==> src/rtl/fetch_pkg.sv <==
// fetch_pkg: shared types and constants for the instruction fetch stage
package fetch_pkg;
    typedef enum logic [1:0] {IDLE, RUN, HALTED} fetch_state_t;
    localparam logic [2:0] HALT_OP    = 3'b111;
    localparam logic [1:0] HALT_FUNCT = 2'b11;
    localparam int PCW_DEF  = 10;
    localparam int IW_DEF   = 9;
    localparam int CNTW_DEF = 16;
endpackage

==> src/rtl/fetch_perf_ctr.sv <==
// fetch_perf_ctr: pair of clearable, enabled, wrapping performance counters
// Ports: clk, reset_n (async low), clr (sync clear, wins over enables),
//        cyc_en/instr_en (increment enables), cyc_count/instr_count (values)
module fetch_perf_ctr #(
    parameter int CNTW = 16
) (
    input  logic            clk,
    input  logic            reset_n,
    input  logic            clr,
    input  logic            cyc_en,
    input  logic            instr_en,
    output logic [CNTW-1:0] cyc_count,
    output logic [CNTW-1:0] instr_count
);
    always_ff @(posedge clk or negedge reset_n) begin
        if (!reset_n) begin
            cyc_count   <= '0;
            instr_count <= '0;
        end else if (clr) begin
            cyc_count   <= '0;
            instr_count <= '0;
        end else begin
            if (cyc_en)   cyc_count   <= cyc_count + 1'b1;
            if (instr_en) instr_count <= instr_count + 1'b1;
        end
    end
endmodule

==> src/rtl/instr_fetch.sv <==
// instr_fetch: PC, synchronous ROM addressing, branch redirect and HALT detection
// Ports: clk, reset_n (async low); start/start_addr launch execution; stall holds
//        the presented word; branch_taken/branch_target redirect; imem_addr/imem_rdata
//        drive the ROM; instr/instr_valid/pc_out feed the decoder; busy/done status;
//        cyc_count/instr_count are live only when INSTR_FETCH_PERF_EN is defined.
module instr_fetch
    import fetch_pkg::*;
#(
    parameter int PCW  = PCW_DEF,
    parameter int IW   = IW_DEF,
    parameter int CNTW = CNTW_DEF
) (
    input  logic            clk,
    input  logic            reset_n,
    input  logic            start,
    input  logic [PCW-1:0]  start_addr,
    input  logic            stall,
    input  logic            branch_taken,
    input  logic [PCW-1:0]  branch_target,
    output logic [PCW-1:0]  imem_addr,
    input  logic [IW-1:0]   imem_rdata,
    output logic [IW-1:0]   instr,
    output logic            instr_valid,
    output logic [PCW-1:0]  pc_out,
    output logic            busy,
    output logic            done,
    output logic [CNTW-1:0] cyc_count,
    output logic [CNTW-1:0] instr_count
);
    fetch_state_t   state;
    logic [PCW-1:0] fetch_pc, issue_pc;
    logic           run, go, halt_word;
    assign run         = state == RUN;
    assign go          = !run && start;
    assign halt_word   = imem_rdata[IW-1 -: 3] == HALT_OP && imem_rdata[IW-4 -: 2] == HALT_FUNCT;
    assign instr_valid = run && !halt_word;
    assign instr       = instr_valid ? imem_rdata : '0;
    assign pc_out      = issue_pc;
    assign busy        = run;
    // The ROM is one cycle behind the address, so redirects go straight onto
    // imem_addr to present the target with no bubble.
    assign imem_addr = go                                 ? start_addr    :
                       run && stall                       ? issue_pc      :
                       run && instr_valid && branch_taken ? branch_target :
                       run                                ? fetch_pc      : '0;
    always_ff @(posedge clk or negedge reset_n) begin
        if (!reset_n) begin
            state    <= IDLE;
            fetch_pc <= '0;
            issue_pc <= '0;
            done     <= 1'b0;
        end else if (go) begin
            state    <= RUN;
            issue_pc <= start_addr;
            fetch_pc <= start_addr + 1'b1;
            done     <= 1'b0;
        end else if (run && !stall) begin
            if (halt_word) begin
                state <= HALTED;
                done  <= 1'b1;
            end else if (branch_taken) begin
                issue_pc <= branch_target;
                fetch_pc <= branch_target + 1'b1;
            end else begin
                issue_pc <= fetch_pc;
                fetch_pc <= fetch_pc + 1'b1;
            end
        end
    end
`ifdef INSTR_FETCH_PERF_EN
    fetch_perf_ctr #(.CNTW(CNTW)) u_perf (
        .clk        (clk),
        .reset_n    (reset_n),
        .clr        (go),
        .cyc_en     (run),
        .instr_en   (instr_valid && !stall),
        .cyc_count  (cyc_count),
        .instr_count(instr_count)
    );
`else
    assign cyc_count   = '0;
    assign instr_count = '0;
`endif
endmodule

==> config.mk <==
export PLATFORM = sky130hd
export DESIGN_NAME = instr_fetch
export DESIGN_NICKNAME = d
export VERILOG_FILES = /design/src/rtl/fetch_pkg.sv /design/src/rtl/fetch_perf_ctr.sv /design/src/rtl/instr_fetch.sv
export SDC_FILE = /design/constraint.sdc
export NUM_CORES = 1
export LEC_CHECK = 0
export BUFFER_PORTS_ARGS = -buffer_cell sky130_fd_sc_hd__buf_2
export CAP_MARGIN = 10
export CORE_MARGIN = 2
export CORE_UTILIZATION = 35
export DETAILED_ROUTE_END_ITERATION = 10
export PLACE_DENSITY_LB_ADDON = 0.25
export SLEW_MARGIN = 10
export SYNTH_ARGS = -nofsm -noshare
export SYNTH_HDL_FRONTEND = slang
export SYNTH_SLANG_ARGS = --single-unit
==> constraint.sdc <==
create_clock -name clk -period 4.99 [get_ports clk]
set_clock_uncertainty 0.1 [all_clocks]
set_input_delay 0.2495 -clock clk [delete_from_list [all_inputs] [get_ports clk]]
set_output_delay 0.2495 -clock clk [all_outputs]
set_load 0.005 [all_outputs]
Yosys cells after proc, flatten, opt, wreduce, memory -nomap -nowiden
Cells that the tools add are included.
- add/subtract/negate cells: 3
- $mul: 0
- divide/modulo/power cells: 0
- magnitude comparators: 0
- equality and inequality tests: 4
- shifts and indexed selects: 0
- muxes and demuxes: 19
- bitwise logic cells: 0
- reductions and logical operators: 14
- operators with widths (operator ; number):
    10-bit 2-to-1 mux ; 12
    10-bit by 1-bit adder with 10-bit output (second input constant) ; 3
    9-bit 2-to-1 mux ; 1
    1-bit logical AND ; 7
    2-bit 2-to-1 mux ; 3
    2-bit AND reduction ; 2
    2-bit nonzero test ; 2
    3-bit == test (second input constant) ; 1
    1-bit zero test ; 3
    1-bit 2-to-1 mux ; 3
    2-bit by 1-bit == test with 1-bit output (second input constant) ; 1
    2-bit == test (second input constant) ; 1
    2-bit != test (second input constant) ; 1
- register bits: 23
- bits in latches: 0
- RAM bits: 0
- memory bits (read-only): 0
- bits of input ports: 34
- output and inout bits: 64
- word-level logic and storage cells: 44
- memories: 0

Depth between registers and ports, before layout
Gate-level depths: netlist of the first run.
- depth after elaboration: 9
- mapped depth: 8
- mapped depth without buffers: 6

Worst setup path before layout of the first run
OpenSTA, ideal clock, no wires.
- path type: flip-flop to flip-flop
- start point: reg done (netlist name)
- end point: reg fetch_pc[1]
- data arrival time: 1.600 ns
- required time: 4.765 ns
- setup slack: 3.165 ns
- cell stages (with the launch flop): 9
- period minus slack after synthesis: 1.825 ns
- path through: dfrtp_1 nand2b_1 buf_6 and2_4 buf_6 buf_2 o21ai_2 xnor2_1 mux2_2
- RTL lines (what ; RTL line ; source):
    to (signal assigned) ; instr_fetch.sv:55 ; fetch_pc <= start_addr + 1'b1;
    to (signal assigned) ; instr_fetch.sv:63 ; fetch_pc <= branch_target + 1'b1;
    to (signal assigned) ; instr_fetch.sv:66 ; fetch_pc <= fetch_pc + 1'b1;
    to (decl) ; instr_fetch.sv:31 ; logic [PCW-1:0] fetch_pc, issue_pc;

==> results_tabular.tex, run 1 <==
\begin{tabular}{lr}
\hline
Metric & Value \\
\hline
\multicolumn{2}{l}{\textbf{Placed design}} \\
Global placer's final weighted congestion & between 0.8 and 0.9 \\
Number of buffer cells added on primary ports & between 60 and 70 \\
Pre-CTS setup slack & 2.28 ns \\
Half-perimeter wire length after detailed placement & roughly 3.9 mm \\
\multicolumn{2}{l}{\textbf{Worst setup path}} \\
Critical path's largest stage delay & approximately 0.67 ns \\
Critical Path End Type & flip-flop \\
Startpoint kind of the worst setup timing path & flip-flop \\
Cell Chain, Critical Path & nand2b\_1, nand2\_1, nand2\_1, mux2\_2 \\
Cell type with the highest occurrence count on the critical path & nand2\_1 \\
Data required time at the worst endpoint & around 5.1 ns \\
Critical path's slowest cell & nand2b\_1 \\
Start-to-end type of the worst setup path & reg2reg \\
Number of buffer and inverter instances along the worst setup path & 0 \\
Cell type group with the largest total delay on the critical path & simple AND/OR/NAND/NOR gates \\
Top fanout value on the critical path & 21 \\
Crit path DAT & between 2 and 3 ns \\
\multicolumn{2}{l}{\textbf{Floorplan}} \\
Horizontal extent of the die & $\sim$81 um \\
Count of boundary I/O pins & roughly 100 \\
Total die area & $\sim$0.0066 mm\^{}2 \\
Initial core utilization & 0.357 \\
Chip Height & 81.0 um \\
Standard-cell rows & 28 \\
Core Region & 0.00582 mm\^{}2 \\
\multicolumn{2}{l}{\textbf{Power and ir drop}} \\
Internal power of the cells & about 410 uW \\
Share of power burned in registers & 0.404 \\
Power density normalized to cell area & approximately 280 mW/mm\^{}2 \\
Fraction of power consumed by combinational cells & 0.423 \\
Switching part of the total power & 0.379 \\
NetSw & 251 uW \\
Fraction of power consumed by the clock network & 0.173 \\
Worst ir drop on vdd & about 0.11 mV \\
Post-layout total power & 662 uW \\
Leak pwr & roughly 1.1 nW \\
\multicolumn{2}{l}{\textbf{Global route}} \\
Number of antenna violations at the first check in global routing & 0 \\
Number of global-route vias before repair & 1733 \\
Residual overflow from global routing & 0 \\
Largest net degree at the start of global routing & 23 \\
Global-route wire length before repair & 8.48 mm \\
GR Util All Layers & 0.167 \\
\multicolumn{2}{l}{\textbf{Drt}} \\
Number of design rule violations left after detail routing & 0 \\
Initial DRC count & 48 \\
Detailed-router iteration count before antenna repair & 4 \\
Routed length per placed instance & 13.8 um \\
Routed via count & $\sim$1900 \\
Via density per instance & 4.92 \\
Final routed wirelength across all metal layers & about 5.3 mm \\
Final ANT Viol Nets & 0 \\
\multicolumn{2}{l}{\textbf{Logic synthesis}} \\
Total of flip-flops plus latches after synthesis & 22 \\
Synthesized instance count & 253 \\
Count of unique library cells instantiated by Yosys & between 40 and 50 \\
Proportion of synthesized chip area in sequential cells & 0.265 \\
Average cell area after synthesis & about 8.2 um\^{}2 \\
Post-Synthesis Cell Area & 0.00207 mm\^{}2 \\
Synth warn & 0 \\
\multicolumn{2}{l}{\textbf{Timing}} \\
Accumulated negative setup slack & 0 ns \\
RSZ-0062 raised after global routing & false \\
Max Clk Rate & $\sim$370 MHz \\
Endpoints failing hold & 0 \\
Shortest period the worst path allows & approximately 2.7 ns \\
Slew at the pin closest to its max-slew limit & between 0.8 and 0.9 ns \\
Final period utilization & 0.544 \\
Max-slew headroom & 0.439 \\
Final Slew Violations & 0 \\
Number of setup violations in the final report & 0 \\
Final setup margin & around 2.3 ns \\
\multicolumn{2}{l}{\textbf{Clocking}} \\
CTS sink count & 22 \\
Insertion delay to the later sink of the worst-skew pair & between 0.2 and 0.3 ns \\
Longest Clk Path Bufs & 2 \\
Clock buffers created by TritonCTS & 3 \\
Level count of the clock H-tree & 1 \\
Clock tree from TritonCTS & built \\
Clock root cell & clkbuf\_8 \\
Worst-path clk slew & about 0.08 ns \\
\multicolumn{2}{l}{\textbf{Final layout}} \\
Layout overhead on the synthesized area & 12.2\% \\
Most frequent cells in the layout & 65 x buf\_2, 34 x nand2\_1, 32 x conb\_1 \\
Share of post-route cells with drive strength above 1 & 0.281 \\
Most common cell after layout, fill and taps aside & buf\_2 \\
Number of nets in the layout & 342 \\
Filler cell count & 640 \\
ANT cells & 0 \\
Final Core Density & 0.400 \\
\multicolumn{2}{l}{\textbf{Job}} \\
Maximum Capacitance Violations & 0 \\
\multicolumn{2}{l}{\textbf{Min path}} \\
Kind of path behind the tightest hold check & in2reg \\
\multicolumn{2}{l}{\textbf{Status}} \\
Result of the run & finished clean \\
\hline
\end{tabular}
-- final cells by class --
class / instances / area, um^2 / share of cell area
clock buffer: 3 / 41.3 / 0.0177
inverter: 2 / 10.0 / 0.00430
multi-input combinational: 212 / 1290 / 0.554
sequential: 22 / 551 / 0.236
tap: 75 / 93.8 / 0.0403
timing repair buffer: 67 / 343 / 0.147
-- power by group through the flow --
stage	Combinational, mW	Sequential (mW)	Clock [mW]
2_1_floorplan	0.206	0.263	0
3_3_place_gp	0.279	0.271	0
3_5_place_dp	0.281	0.271	0
4_1_cts	0.283	0.267	0.117
5_1_grt	0.318	0.277	0.123
6_report	0.280	0.268	0.114
-- cells by family after synthesis --
logic type	after synthesis	synth area share
compound gates	63	0.196
simple gates	83	0.204
flops	22	0.265
other cells	1	0.00181
xor+xnor	9	0.0380
mux	25	0.125
buf+inv	50	0.169
-- state kept, by name, summed over array words and instances, names as in the netlist --
| register | flops |
|---|---|
| pc_out | 10 |
| fetch_pc | 10 |
| state | 1 |
| done | 1 |
-- cell usage after synthesis (all sizes together) --
| cell type | number | area share |
|---|---|---|
| a211oi | 1 | 0.0036 |
| a21o | 3 | 0.011 |
| a21oi | 16 | 0.049 |
| a221oi | 1 | 0.0042 |
| a22o | 5 | 0.021 |
| a22oi | 1 | 0.0036 |
| a31oi | 4 | 0.012 |
| a41oi | 1 | 0.0042 |
| and2 | 11 | 0.034 |
| and3 | 1 | 0.0030 |
| buf | 44 | 0.16 |
| clkbuf | 4 | 0.0078 |
| conb | 1 | 0.0018 |
| dfrtp | 22 | 0.27 |
| inv | 2 | 0.0048 |
| mux2 | 5 | 0.027 |
| mux2i | 20 | 0.098 |
| nand2 | 34 | 0.062 |
| nand2b | 1 | 0.0030 |
| nand3 | 9 | 0.022 |
| nand3b | 1 | 0.0036 |
| nand4 | 2 | 0.0060 |
| nand4b | 1 | 0.011 |
| nor2 | 16 | 0.029 |
| nor3 | 1 | 0.0078 |
| nor3b | 2 | 0.0072 |
| o211ai | 1 | 0.0036 |
| o21a | 2 | 0.0072 |
| o21ai | 25 | 0.064 |
| o2bb2a | 1 | 0.0048 |
| o31ai | 2 | 0.0072 |
| or3 | 1 | 0.0036 |
| or4 | 2 | 0.0072 |
| or4b | 1 | 0.0048 |
| xnor2 | 6 | 0.025 |
| xor2 | 3 | 0.013 |
-- repair_timing --
| item | CTS | global route |
|---|---|---|
| hold buffers | 1 | 0 |
| gates resized for setup | 0 | 0 |
| hold endpoints to repair | 22 | 0 |
| setup endpoints to repair | 0 | 0 |
| buffers inserted | 0 | 0 |
-- worst reg2reg max path: cells and delay by family, from the launching register on --
family / cells / cell delay, ns
simple gates: 3 / 1.73
mux: 1 / 0.40
flops: 1 / 0.38
-- routing by layer --
metal	GRT usage	wire length [um]
met1	0.220	2430
met2	0.285	2470
met3	0.0211	296
met4	0.0492	55
met5	0	0
-- worst paths after layout --
kind | startpoint | end | slack (ns) | cells after the start
setup / recovery | done$_DFFE_PN0P_ | fetch_pc[1]$_DFFE_PN0P_ | 2.28 | 4
hold / removal | start_addr[5] | pc_out[5]$_DFFE_PN0P_ | 0.28 | 3
hold reg to reg | pc_out[0]$_DFFE_PN0P_ | pc_out[0]$_DFFE_PN0P_ | 0.41 | 1
min in group asynchronous | reset_n | pc_out[9]$_DFFE_PN0P_ | 0.38 | 2
setup reg to reg | done$_DFFE_PN0P_ | fetch_pc[1]$_DFFE_PN0P_ | 2.28 | 4
max in group asynchronous | reset_n | pc_out[6]$_DFFE_PN0P_ | 4.05 | 2
-- metrics by stage --
| stage | cells | cell area [um^2] | hold WS, ns |
|---|---|---|---|
| detailed placement | 377 | 2280 | 0.166 |
| floorplan | 284 | 2190 | -0.146 |
| global route | 381 | 2330 | 0.293 |
| CTS | 381 | 2330 | 0.278 |
| global placement | 377 | 2280 | 0.166 |
| finish | 381 | 2330 | 0.277 |
No activity file was read; power rests on OpenSTA's default activity.
==> run 2, diff against run 1 <==
Clock period 4.99 ns to 2.7 ns, I/O delays scaled along.
==> results_tabular.tex, run 2 (synthesis results as in run 1) <==
\begin{tabular}{lr}
\hline
Metric & Value \\
\hline
\multicolumn{2}{l}{\textbf{Worst setup path}} \\
Crit path DAT & between 2 and 2.5 ns \\
Critical path's largest stage delay & $\sim$0.52 ns \\
Critical Path End Type & flip-flop \\
Start-to-end type of the worst setup path & reg2reg \\
Top fanout value on the critical path & 19 \\
Startpoint kind of the worst setup timing path & flip-flop \\
Cell type group with the largest total delay on the critical path & simple AND/OR/NAND/NOR gates \\
Number of buffer and inverter instances along the worst setup path & 1 \\
Cell Chain, Critical Path & nand2b\_1, buf\_4, and2\_4, o21ai\_2, or4\_1, a31oi\_1 \\
Critical path's slowest cell & or4\_1 \\
Data required time at the worst endpoint & between 2 and 3 ns \\
\multicolumn{2}{l}{\textbf{Final layout}} \\
Area used by sequential logic in the layout & roughly 550 um\^{}2 \\
Most common cell after layout, fill and taps aside & buf\_2 \\
Number of nets in the layout & 346 \\
Layout overhead on the synthesized area & 14.4\% \\
Area taken by multi-input logic gates & $\sim$0.0013 mm\^{}2 \\
Number of standard cells in the final layout excluding fillers & 386 \\
ANT cells & 0 \\
Most frequent cells in the layout & 65 x buf\_2, 34 x nand2\_1, 32 x conb\_1 \\
Share of post-route cells with drive strength above 1 & 0.293 \\
Filler cell count & approximately 630 \\
\multicolumn{2}{l}{\textbf{Floorplan}} \\
Core Region & 0.00582 mm\^{}2 \\
Chip Height & $\sim$81 um \\
Standard-cell rows & 28 \\
Initial core utilization & 0.357 \\
Horizontal extent of the die & around 80 um \\
Count of boundary I/O pins & 98 \\
Total die area & approximately 0.0066 mm\^{}2 \\
\multicolumn{2}{l}{\textbf{Placed design}} \\
Global placer's final weighted congestion & around 0.85 \\
Half-perimeter wire length after detailed placement & $\sim$4 mm \\
Number of buffer cells added on primary ports & 65 \\
Cell Count Post-Placement & around 380 \\
\multicolumn{2}{l}{\textbf{Global route}} \\
Largest net degree at the start of global routing & 23 \\
Residual overflow from global routing & 0 \\
Number of antenna violations at the first check in global routing & 0 \\
Global-route wire length before repair & approximately 8.5 mm \\
Number of global-route vias before repair & $\sim$1800 \\
GR Util All Layers & 0.167 \\
\multicolumn{2}{l}{\textbf{Power and ir drop}} \\
Switching part of the total power & 0.374 \\
Leak pwr & 1.17 nW \\
Fraction of power consumed by combinational cells & 0.415 \\
Fraction of power consumed by the clock network & 0.198 \\
NetSw & 476 uW \\
Worst ir drop on vdd & $\sim$0.3 mV \\
Share of power burned in registers & 0.387 \\
Internal power of the cells & around 800 uW \\
Power density normalized to cell area & 536 mW/mm\^{}2 \\
\multicolumn{2}{l}{\textbf{Drt}} \\
Final routed wirelength across all metal layers & between 5 and 6 mm \\
Via density per instance & between 5 and 6 \\
Routed length per placed instance & roughly 14 um \\
Routed via count & a little under 2000 \\
Number of design rule violations left after detail routing & 0 \\
Detailed-router iteration count before antenna repair & 6 \\
Final ANT Viol Nets & 0 \\
Initial DRC count & just under 90 \\
\multicolumn{2}{l}{\textbf{Timing}} \\
Max Clk Rate & $\sim$490 MHz \\
Final Slew Violations & 0 \\
RSZ-0062 raised after global routing & false \\
Slew at the pin closest to its max-slew limit & slightly below 0.6 ns \\
Number of setup violations in the final report & 0 \\
Worst hold slack & between 0.15 and 0.2 ns \\
Endpoints failing hold & 0 \\
Accumulated negative setup slack & 0 ns \\
Final period utilization & 0.759 \\
Shortest period the worst path allows & a little over 2 ns \\
Max-slew headroom & 0.614 \\
\multicolumn{2}{l}{\textbf{Clocking}} \\
Level count of the clock H-tree & 1 \\
Clock tree from TritonCTS & built \\
Longest Clk Path Bufs & 2 \\
Worst-path clk slew & 0.09 ns \\
Insertion delay to the later sink of the worst-skew pair & between 0.2 and 0.3 ns \\
Number of instances resized during post-cts repair & 0 \\
Clock root cell & clkbuf\_8 \\
Clock buffers created by TritonCTS & 3 \\
CTS sink count & 22 \\
\multicolumn{2}{l}{\textbf{Status}} \\
Result of the run & finished clean \\
\multicolumn{2}{l}{\textbf{Job}} \\
Maximum Capacitance Violations & 0 \\
\multicolumn{2}{l}{\textbf{Min path}} \\
Kind of path behind the tightest hold check & in2reg \\
\hline
\end{tabular}
==> run 2: area by class of cell <==
| type | count | area share |
|---|---|---|
| well taps | 75 | 0.0396 |
| flip-flops and latches | 22 | 0.232 |
| inverters | 2 | 0.00422 |
| repair buffers | 71 | 0.157 |
| multi-input cells | 212 | 0.544 |
| clock buffers | 4 | 0.0232 |
==> run 2: path summary, 6_finish.rpt <==
path | from | end | slack, ns | cells after the start
worst max-delay path | done$_DFFE_PN0P_ | fetch_pc[9]$_DFFE_PN0P_ | 0.65 | 6
worst min register to register | pc_out[9]$_DFFE_PN0P_ | pc_out[9]$_DFFE_PN0P_ | 0.41 | 2
worst max register to register | done$_DFFE_PN0P_ | fetch_pc[9]$_DFFE_PN0P_ | 0.65 | 6
min in group asynchronous | reset_n | pc_out[2]$_DFFE_PN0P_ | 0.27 | 2
max in group asynchronous | reset_n | fetch_pc[9]$_DFFE_PN0P_ | 1.87 | 2
worst min-delay path | start_addr[3] | pc_out[3]$_DFFE_PN0P_ | 0.15 | 3
==> run 2: power by group through the flow <==
stage	sequential [mW]	clock [mW]	combinational, mW
after CTS	0.493	0.256	0.532
after global placement	0.500	0	0.519
final	0.492	0.251	0.528
after global routing	0.509	0.275	0.597
after floorplan	0.487	0	0.381
after detailed placement	0.498	0	0.528
==> run 2: layer usage <==
metal | track usage | share of wire
met3 | 0.0356 | 0.060
met2 | 0.273 | 0.47
met4 | 0.0458 | 0.012
met5 | 0 | 0
met1 | 0.224 | 0.46
==> run 2: worst reg2reg max path: cells and delay by family (launching register included) <==
kind	cells	cell delay (ns)
simple gates	3	0.96
flops	1	0.38
compound gates	2	0.28
buf+inv	1	0.24
==> run 2: stage by stage <==
| stage | power (mW) | setup WS, ns | area [um^2] | utilization |
|---|---|---|---|---|
| global placement | 1.02 | 0.690 | 2310 | 0.397 |
| detailed placement | 1.03 | 0.654 | 2310 | 0.397 |
| finish | 1.27 | 0.651 | 2370 | 0.408 |
| floorplan | 0.868 | 0.875 | 2190 | - |
| CTS | 1.28 | 0.656 | 2370 | 0.408 |
| global route | 1.38 | 0.540 | 2370 | 0.408 |
==> run 2: what timing repair did <==
action                                 4_1_cts  5_1_grt
hold buffers                                 1        0
endpoints found under the hold margin       22        0
buffers inserted                             0        0
